[config.mk]
export PLATFORM = sky130hd
export DESIGN_NAME = kcore_mem_arbiter
export DESIGN_NICKNAME = d
export VERILOG_FILES = /design/src/rtl/kcore_mem_arb_pkg.sv /design/src/rtl/kcore_arb_pick.sv /design/src/rtl/kcore_mem_arbiter.sv
export SDC_FILE = /design/constraint.sdc
export NUM_CORES = 1
export LEC_CHECK = 0
export ABC_AREA = 0
export BUFFER_PORTS_ARGS = -buffer_cell sky130_fd_sc_hd__buf_4
export CAP_MARGIN = 15
export CORE_MARGIN = 2
export CORE_UTILIZATION = 40
export DETAILED_ROUTE_END_ITERATION = 12
export PLACE_DENSITY = 0.85
export SYNTH_ARGS = -nofsm -noshare
export SYNTH_HDL_FRONTEND = slang
export SYNTH_SLANG_ARGS = --single-unit
[constraint.sdc]
create_clock -name clock -period 2.6 [get_ports clock]
set_input_delay 0.13 -clock clock [delete_from_list [all_inputs] [get_ports clock]]
set_output_delay 0.13 -clock clock [all_outputs]
set_load 0.05 [all_outputs]
[src/rtl/kcore_mem_arb_pkg.sv]
// kcore_mem_arb_pkg: shared types for the kcore memory arbiter.
//   arb_state_e : arbiter FSM states (IDLE/REQ/WAIT/RESP)
//   owner_e     : which kcore interface owns the current transaction
//   mem_req_t   : latched request fields presented on the memory port
package kcore_mem_arb_pkg;

  typedef enum logic [1:0] {
    IDLE = 2'd0,
    REQ  = 2'd1,
    WAIT = 2'd2,
    RESP = 2'd3
  } arb_state_e;

  typedef enum logic {
    OWN_IMEM = 1'b0,
    OWN_DMEM = 1'b1
  } owner_e;

  typedef struct packed {
    logic        we;
    logic [31:0] addr;
    logic [31:0] wdata;
    logic [3:0]  wstrb;
  } mem_req_t;

endpackage

[src/rtl/kcore_arb_pick.sv]
// kcore_arb_pick: combinational 2-way grant picker.
//   imem_valid, dmem_valid : pending requests
//   last_owner             : owner of the most recent grant made in IDLE
//   rr_en                  : 1 = round-robin on contention, 0 = dmem priority
//   owner                  : selected owner (don't-care when neither is valid)
module kcore_arb_pick
  import kcore_mem_arb_pkg::*;
(
  input  logic   imem_valid,
  input  logic   dmem_valid,
  input  owner_e last_owner,
  input  logic   rr_en,
  output owner_e owner
);

  always_comb begin
    owner = OWN_DMEM;
    if (imem_valid && !dmem_valid) begin
      owner = OWN_IMEM;
    end else if (imem_valid && dmem_valid && rr_en && (last_owner == OWN_DMEM)) begin
      owner = OWN_IMEM;
    end
  end

endmodule

[src/rtl/kcore_mem_arbiter.sv]
// kcore_mem_arbiter: single-outstanding arbiter sharing one memory port
// between the kcore fetch (imem) and data (dmem) interfaces.
//   clock, reset          : rising-edge clock, synchronous active-high reset
//   imem_*                : fetch request / one-cycle ready with read data
//   dmem_*                : load/store request / one-cycle ready with read data
//   mem_*                 : req/gnt + rvalid handshake toward memory
//   arb_timeout           : sticky watchdog flag, cleared only by reset
// Parameter TIMEOUT: REQ+WAIT cycles allowed before forced completion (0 = off).
// Macro KCORE_MEM_ARB_RR_EN: round-robin on contention instead of dmem priority.
// All outputs come from flops or from state decode only.
module kcore_mem_arbiter
  import kcore_mem_arb_pkg::*;
#(
  parameter int unsigned TIMEOUT = 64
) (
  input  logic        clock,
  input  logic        reset,
  input  logic        imem_valid,
  input  logic [31:0] imem_addr,
  output logic [31:0] imem_rdata,
  output logic        imem_ready,
  input  logic        dmem_valid,
  input  logic        dmem_write,
  input  logic [31:0] dmem_addr,
  input  logic [31:0] dmem_wdata,
  input  logic [3:0]  dmem_wstrb,
  output logic [31:0] dmem_rdata,
  output logic        dmem_ready,
  output logic        mem_req,
  input  logic        mem_gnt,
  output logic        mem_we,
  output logic [31:0] mem_addr,
  output logic [31:0] mem_wdata,
  output logic [3:0]  mem_wstrb,
  input  logic        mem_rvalid,
  input  logic [31:0] mem_rdata,
  output logic        arb_timeout
);

  localparam int unsigned CW = (TIMEOUT > 0) ? $clog2(TIMEOUT + 1) : 1;
  localparam logic [CW-1:0] CNT_LIM = CW'(TIMEOUT);

  arb_state_e  state_q, state_d;
  owner_e      owner_q, owner_d;
  mem_req_t    req_q, req_d;
  logic [31:0] rsp_q, rsp_d;
  logic [CW-1:0] cnt_q, cnt_d;
  logic        timeout_q, timeout_d;

  logic [CW-1:0] cnt_inc;
  logic          wd_fire;
  owner_e        pick_owner;

`ifdef KCORE_MEM_ARB_RR_EN
  owner_e last_q, last_d;

  kcore_arb_pick u_pick (
    .imem_valid (imem_valid),
    .dmem_valid (dmem_valid),
    .last_owner (last_q),
    .rr_en      (1'b1),
    .owner      (pick_owner)
  );
`else
  kcore_arb_pick u_pick (
    .imem_valid (imem_valid),
    .dmem_valid (dmem_valid),
    .last_owner (OWN_IMEM),
    .rr_en      (1'b0),
    .owner      (pick_owner)
  );
`endif

  // Saturating watchdog; it fires in the cycle whose count reaches TIMEOUT,
  // so REQ+WAIT together last at most TIMEOUT cycles.
  always_comb begin
    cnt_inc = (cnt_q == '1) ? cnt_q : cnt_q + CW'(1);
    wd_fire = (TIMEOUT != 0) && (cnt_inc == CNT_LIM);
  end

  always_comb begin
    state_d   = state_q;
    owner_d   = owner_q;
    req_d     = req_q;
    rsp_d     = rsp_q;
    cnt_d     = cnt_q;
    timeout_d = timeout_q;
`ifdef KCORE_MEM_ARB_RR_EN
    last_d    = last_q;
`endif
    case (state_q)
      IDLE: begin
        if (imem_valid || dmem_valid) begin
          owner_d = pick_owner;
          state_d = REQ;
          cnt_d   = '0;
`ifdef KCORE_MEM_ARB_RR_EN
          last_d  = pick_owner;
`endif
          if (pick_owner == OWN_DMEM) begin
            req_d = '{we: dmem_write, addr: dmem_addr, wdata: dmem_wdata, wstrb: dmem_wstrb};
          end else begin
            req_d = '{we: 1'b0, addr: imem_addr, wdata: '0, wstrb: '0};
          end
        end
      end
      REQ: begin
        cnt_d = cnt_inc;
        if (wd_fire) begin
          state_d   = RESP;
          rsp_d     = '0;
          timeout_d = 1'b1;
        end else if (mem_gnt) begin
          state_d = WAIT;
        end
      end
      WAIT: begin
        cnt_d = cnt_inc;
        // A response landing in the final allowed cycle still completes normally.
        if (mem_rvalid) begin
          state_d = RESP;
          rsp_d   = req_q.we ? '0 : mem_rdata;
        end else if (wd_fire) begin
          state_d   = RESP;
          rsp_d     = '0;
          timeout_d = 1'b1;
        end
      end
      RESP: begin
        state_d = IDLE;
      end
      default: begin
        state_d = IDLE;
      end
    endcase
  end

  always_ff @(posedge clock) begin
    if (reset) begin
      state_q   <= IDLE;
      owner_q   <= OWN_IMEM;
      req_q     <= '0;
      rsp_q     <= '0;
      cnt_q     <= '0;
      timeout_q <= 1'b0;
    end else begin
      state_q   <= state_d;
      owner_q   <= owner_d;
      req_q     <= req_d;
      rsp_q     <= rsp_d;
      cnt_q     <= cnt_d;
      timeout_q <= timeout_d;
    end
  end

`ifdef KCORE_MEM_ARB_RR_EN
  always_ff @(posedge clock) begin
    if (reset) begin
      last_q <= OWN_IMEM;
    end else begin
      last_q <= last_d;
    end
  end
`endif

  assign mem_req     = (state_q == REQ);
  assign mem_we      = req_q.we;
  assign mem_addr    = req_q.addr;
  assign mem_wdata   = req_q.wdata;
  assign mem_wstrb   = req_q.wstrb;
  assign imem_ready  = (state_q == RESP) && (owner_q == OWN_IMEM);
  assign dmem_ready  = (state_q == RESP) && (owner_q == OWN_DMEM);
  assign imem_rdata  = rsp_q;
  assign dmem_rdata  = rsp_q;
  assign arb_timeout = timeout_q;

endmodule

### Word-level counts from Yosys, hierarchy flattened

Index checks and enable logic that the tools add are counted.

| word-level totals | value |
|---|---|
| register bits | 112 |
| input port bits | 139 |
| output and inout bits | 137 |
| logic and storage cells | 51 |

| cells by class | value |
|---|---|
| $add $sub $neg | 1 |
| equal/unequal tests | 9 |
| muxes and demuxes | 18 |
| bitwise logic cells | 1 |
| reductions and logical operators | 13 |

Operators with widths:

| operator | count |
|---|---|
| two-way mux 32 bit | 3 |
| two-way mux 69 bit | 1 |
| case mux 32 bit (2 select lines) | 1 |
| == test 7 bit (second input constant) | 2 |
| two-way mux 7 bit | 2 |
| case mux 7 bit (2 select lines) | 1 |
| two-way mux 2 bit | 5 |
| case mux 2 bit (4 select lines) | 1 |
| adder 7 x 1 -> 7 bit (second input constant) | 1 |
| AND reduction 2 bit | 3 |
| == test 2 bit (second input constant) | 2 |
| != test 2 bit (second input constant) | 2 |
| nonzero test 2 bit | 2 |
| logical AND 1 bit | 3 |
| two-way mux 1 bit | 3 |
| != test 3 x 1 -> 1 bit (second input constant) | 1 |
| != test 3 bit (second input constant) | 1 |
| AND reduction 3 bit | 1 |
| == test 2 x 1 -> 1 bit (second input constant) | 1 |
| logical NOT 2 bit | 1 |
| case mux 1 bit (2 select lines) | 1 |
| OR reduction 2 bit | 1 |
| logical NOT 1 bit | 1 |
| logical OR 1 bit | 1 |
| NOT 1 bit | 1 |

### Longest topological paths before layout

| logic depth | value |
|---|---|
| depth after elaboration | 6 |
| gate-level depth with buffers | 8 |
| gate-level depth less buffers | 7 |

### Cells and area by module

A second synthesis with hierarchy kept.

| unflattened totals | value |
|---|---|
| cell total of the unflattened synthesis | 597 |
| area, all modules | 5062.4 sq um |

Modules (own cells, without submodules):

| module | instances | cells an instance | area each (sq um) | seq. area each (sq um) |
|---|---|---|---|---|
| kcore_mem_arbiter | 1 | 595 | 5048.6 | 2242.2 |
| kcore_arb_pick | 1 | 2 | 13.8 | 0.0 |

### Worst setup path before layout

OpenSTA, ideal clock, no wires.

| path | value |
|---|---|
| path type | flip-flop to flip-flop |
| from | reg state_q[0] |
| to | reg rsp_q[10] (netlist: dmem_rdata[10]) |
| setup time | 67 ps |
| data arrival time | 1880 ps |
| data required time | 2533 ps |
| slack | 653 ps |
| stages on the path, launching flop included | 9 |
| path buffers | 2 |
| clock period less this slack | 1947 ps |
| cell sequence | dfxtp_1 -> inv_1 -> ha_1 -> nor2b_1 -> and4b_1 -> clkbuf_1 -> clkbuf_1 -> a22oi_1 -> o21ai_2 |

| on the way | value |
|---|---|
| word-level cells in the longest chain between the ends | 2 |
| elaborated cells between the ends (all ways) | 4 |
| those cells by class | eq/ne: 2; mux: 1; reduce/logical: 1 |

RTL lines:

| element | line | source |
|---|---|---|
| start, declared | kcore_mem_arbiter.sv:43 | `arb_state_e state_q, state_d;` |
| start signal, assigned | kcore_mem_arbiter.sv:147 | `state_q <= state_d;` |
| == test 2 bit / == test 2 x 1 -> 1 bit (equally long branches) | kcore_mem_arbiter.sv:91 | `case (state_q)` |
| case mux 32 bit (2 select lines) / nonzero test 2 bit (equally long branches) | - |  |
| end signal, assigned | kcore_mem_arbiter.sv:150 | `rsp_q <= rsp_d;` |
| end, declared | kcore_mem_arbiter.sv:46 | `logic [31:0] rsp_q, rsp_d;` |

Several ways; a longest one is shown, not always the timed one.
A chain may end at the register's enable or synchronous reset.

### Final worst setup path

| path | value |
|---|---|
| from | reg cnt_q[0] |
| to | reg rsp_q[10] (netlist: dmem_rdata[10]) |

| on the way | value |
|---|---|
| word-level cells in the longest chain between the ends | 6 |
| elaborated cells between the ends (all ways) | 7 |
| those cells by class | add/sub: 1; eq/ne: 2; mux: 4 |

RTL lines:

| element | line | source |
|---|---|---|
| start, declared | kcore_mem_arbiter.sv:47 | `logic [CW-1:0] cnt_q, cnt_d;` |
| start signal, assigned | kcore_mem_arbiter.sv:151 | `cnt_q <= cnt_d;` |
| adder 7 x 1 -> 7 bit / == test 7 bit (equally long branches) | kcore_mem_arbiter.sv:77 | `cnt_inc = (cnt_q == '1) ? cnt_q : cnt_q + CW'(1);` |
| two-way mux 7 bit (*) | kcore_mem_arbiter.sv:77 |  |
| == test 7 bit (*) | kcore_mem_arbiter.sv:78 | `wd_fire = (TIMEOUT != 0) && (cnt_inc == CNT_LIM);` |
| two-way mux 32 bit (*) | - |  |
| two-way mux 32 bit | - |  |
| case mux 32 bit (2 select lines) (*) | - |  |

Every way passes the cells marked *; elsewhere a longest branch is shown, timed or not.

==> results.yml <==
timing:
  clock.fmax_ghz: 0.4260
  setup_viol: 0
  grt_setup_unrepaired: "false"
  skew_ns: 0.008363
  setup_tns_ns: 0
  finalMaxSlewViolations: 0
  tightest_slew_ns: 0.5743
  finalCritPeriodShare_pct: 90.28
  hold_viol: 0
  timing.final.crit_period_ns: 2.347
  maxSlewHeadroom_pct: 61.31
global_routing:
  grt_usage_pct: 20.03
  grt_pass1_vias: 4465
  grt_max_degree: 47
  grt-ovfl-total: 0
  antenna_found_initial: 0
  grt_pass1_wl_mm: 21.73
synthesis:
  ys.flop_type: "dfxtp_1"
  yosys_warnings: 0
  ys_types: 42
  syn-cell-area_um2: 5094
  netlist.area_leader.share_pct: 44.02
  synth-edff-count: 0
  ys_ff_latch: 112
  synth_area_leaders: "dfxtp_1, mux2i_1, a32oi_1, nor2_1, a22oi_1"
  synthTopCellsByCount: "dfxtp_1, nor2_1, nand2_1, clkbuf_1, a32oi_1"
  synth.most_common_cell: "dfxtp_1"
  synth_area_leader_cell: "dfxtp_1"
  synthArstFlopShare_pct: 0
  syn_nets: 709
  synth.avg_cell_area_um2: 9.031
  netlist_instances: 564
  synth_seq_area_share_pct: 44.02
run:
  cap_violations: 0
route:
  drt_iter0_markers: 262
  route.detailed.drc: 0
  wl_per_cell_um: 14.99
  vias: 4866
  dr.pass1.iters: 4
  ant_nets: 0
  wirelength_mm: 14.32
  viasPerCell: 5.095
critical_path:
  path_class: "reg2reg"
  critPathCaptureType: "flop"
  r2r-start: "cnt_q[0]"
  required_ns: 2.83
  crit_path_max_fanout: 20
  r2r.worst_path.cells: 7
  start_kind: "flop"
  critPathArrivalTime_ns: 2.58
  crit_start: "cnt_q[0]"
  crit_path_end: "dmem_rdata[10]"
  r2r_slack_ns: 0.25
  timing.rr.end: "dmem_rdata[10]"
clocking:
  hold_buffers: 0
  clk_pin_slew_ns: 0.07
  clkSinkCount: 112
  cts_resized: 0
  cts_tree: "yes"
  clock_latency_ns: 0.34
  htree_levels: 3
  cts-root-buf: "clkbuf_16"
  cts_made_buffers: 9
  cts.path.max_buffers: 2
  cts_setup_buffers: 0
power_and_ir_drop:
  p_leak_nw: 3.194
  p_per_area_nw_per_um2: 1069
  ir_worst_vdd_uv: 649.8
place:
  placedInstanceArea_um2: 7043
  place_congestion: 0.8819
  portBuffers: 275
  dp_hpwl_mm: 10.49
cells_and_area:
  drive_above_1_share_pct: 42.02
  antennaDiodeCount: 0
  area.growth.synth_to_final_pct: 43.53
  fin_nets: 923
  final_area_um2: 7311
worst_hold_path:
  min_path_type: "in2reg"
run_status:
  status: "complete, no violations"
floorplan:
  core_area_um2: 12520
  rows: 41
  die_w_um: 116.8
  initial_core_util_pct: 40.69
  die_y_um: 116.8
  ios: 276
  dieArea_um2: 13650
-- flip-flops by register name, indices dropped and copies added (netlist names) --
register,count
dmem_rdata,32
mem_addr,32
mem_wdata,32
cnt_q,7
mem_wstrb,4
state_q,2
arb_timeout,1
mem_we,1
owner_q,1
-- cell families (layout without fill, tap and decap cells) --
| logic type | count (synthesis) | after routing | share of synthesized area (%) |
|---|---|---|---|
| AO/OA/AOI/OAI | 168 | 168 | 24.74 |
| buffers and inverters | 89 | 308 | 9.654 |
| multiplexers | 34 | 34 | 6.706 |
| adder cells (fa/ha/maj) | 6 | 6 | 1.474 |
| flip-flops | 112 | 112 | 44.02 |
| XOR/XNOR | 1 | 1 | 0.1720 |
| AND/OR/NAND/NOR | 154 | 154 | 13.24 |
-- stage by stage --
step	std cells	power (mW)	worst slack (ns)	hold slack (ns)	utilization, %
floorplan	564	5.392	0.6528	0.2757	-
global placement	939	6.522	0.3681	0.3630	56.27
detailed placement	939	6.576	0.2609	0.3681	56.27
CTS	955	7.869	0.2470	0.002069	58.41
global route	955	8.250	0.08296	0.01693	58.41
finish	955	7.813	0.2527	0.01495	58.41
-- worst min path at each step --
stage	start	to	slack, ns	depth (start not counted)
6_report	mem_rdata[21]	dmem_rdata[21]	0.01	3
4_1_cts	mem_rdata[21]	dmem_rdata[21]	0.002	3
3_5_place_dp	mem_rdata[11]	dmem_rdata[11]	0.37	3
2_1_floorplan	mem_rdata[0]	dmem_rdata[0]	0.28	2
3_3_place_gp	mem_rdata[14]	dmem_rdata[14]	0.36	3
5_1_grt	mem_rdata[2]	dmem_rdata[2]	0.02	3
-- layout make-up --
cell class	count	area, um2
flip-flops and latches	112	2242
multi-input cells	363	2379
fillers	1158	5206
clock buffers	13	250.2
well taps	172	215.2
clock inverters	3	17.52
repair buffers	286	2185
inverters	6	22.52
-- placed cells by master, fill, tap and decap left out, types with 2 or more instances in the layout --
cell and instances:
a31oi_1 2, o21ai_0 19, dfxtp_1 112, buf_4 283
nor3_1 7, a22oi_1 34, inv_1 6, a21oi_1 11
clkinv_2 2, a32oi_1 37, a211oi_1 33, nor2b_1 7
ha_1 6, nand2_1 40, nand3_1 6, a41oi_1 2
nor3b_1 3, clkbuf_1 3, mux2i_1 33, buf_12 3
o21ai_2 21, nor2_1 77, clkbuf_16 9, and2_1 3
nand4_1 2, a21oi_2 2
-- where the power goes --
part	leakage, nW	switching [mW]	total (mW)	internal (mW)
combinational	2.15	2.84	4.15	1.31
sequential	0.917	0.279	2.38	2.10
clock	0.130	0.609	1.28	0.676
total	3.19	3.73	7.81	4.08
-- critical path: stages (launching register included) --
cell	delay (ns)
dfxtp_1	0.46
ha_1	0.31
and4_1	0.38
a21oi_2	0.09
a211o_1	0.36
nor2_4	0.31
buf_12	0.24
o21ai_2	0.08
-- metal layers --
| layer | vias to the layer above | routed length (um) | GRT usage [%] |
|---|---|---|---|
| met5 | - | 0 | 0 |
| met4 | 0 | 228 | 7.059 |
| met3 | 18 | 1192 | 5.561 |
| met2 | 189 | 7198 | 34.91 |
| met1 | 2210 | 5694 | 23.70 |
| li1 | 2449 | - | - |
Note: power is estimated with default switching activity, not from simulation.
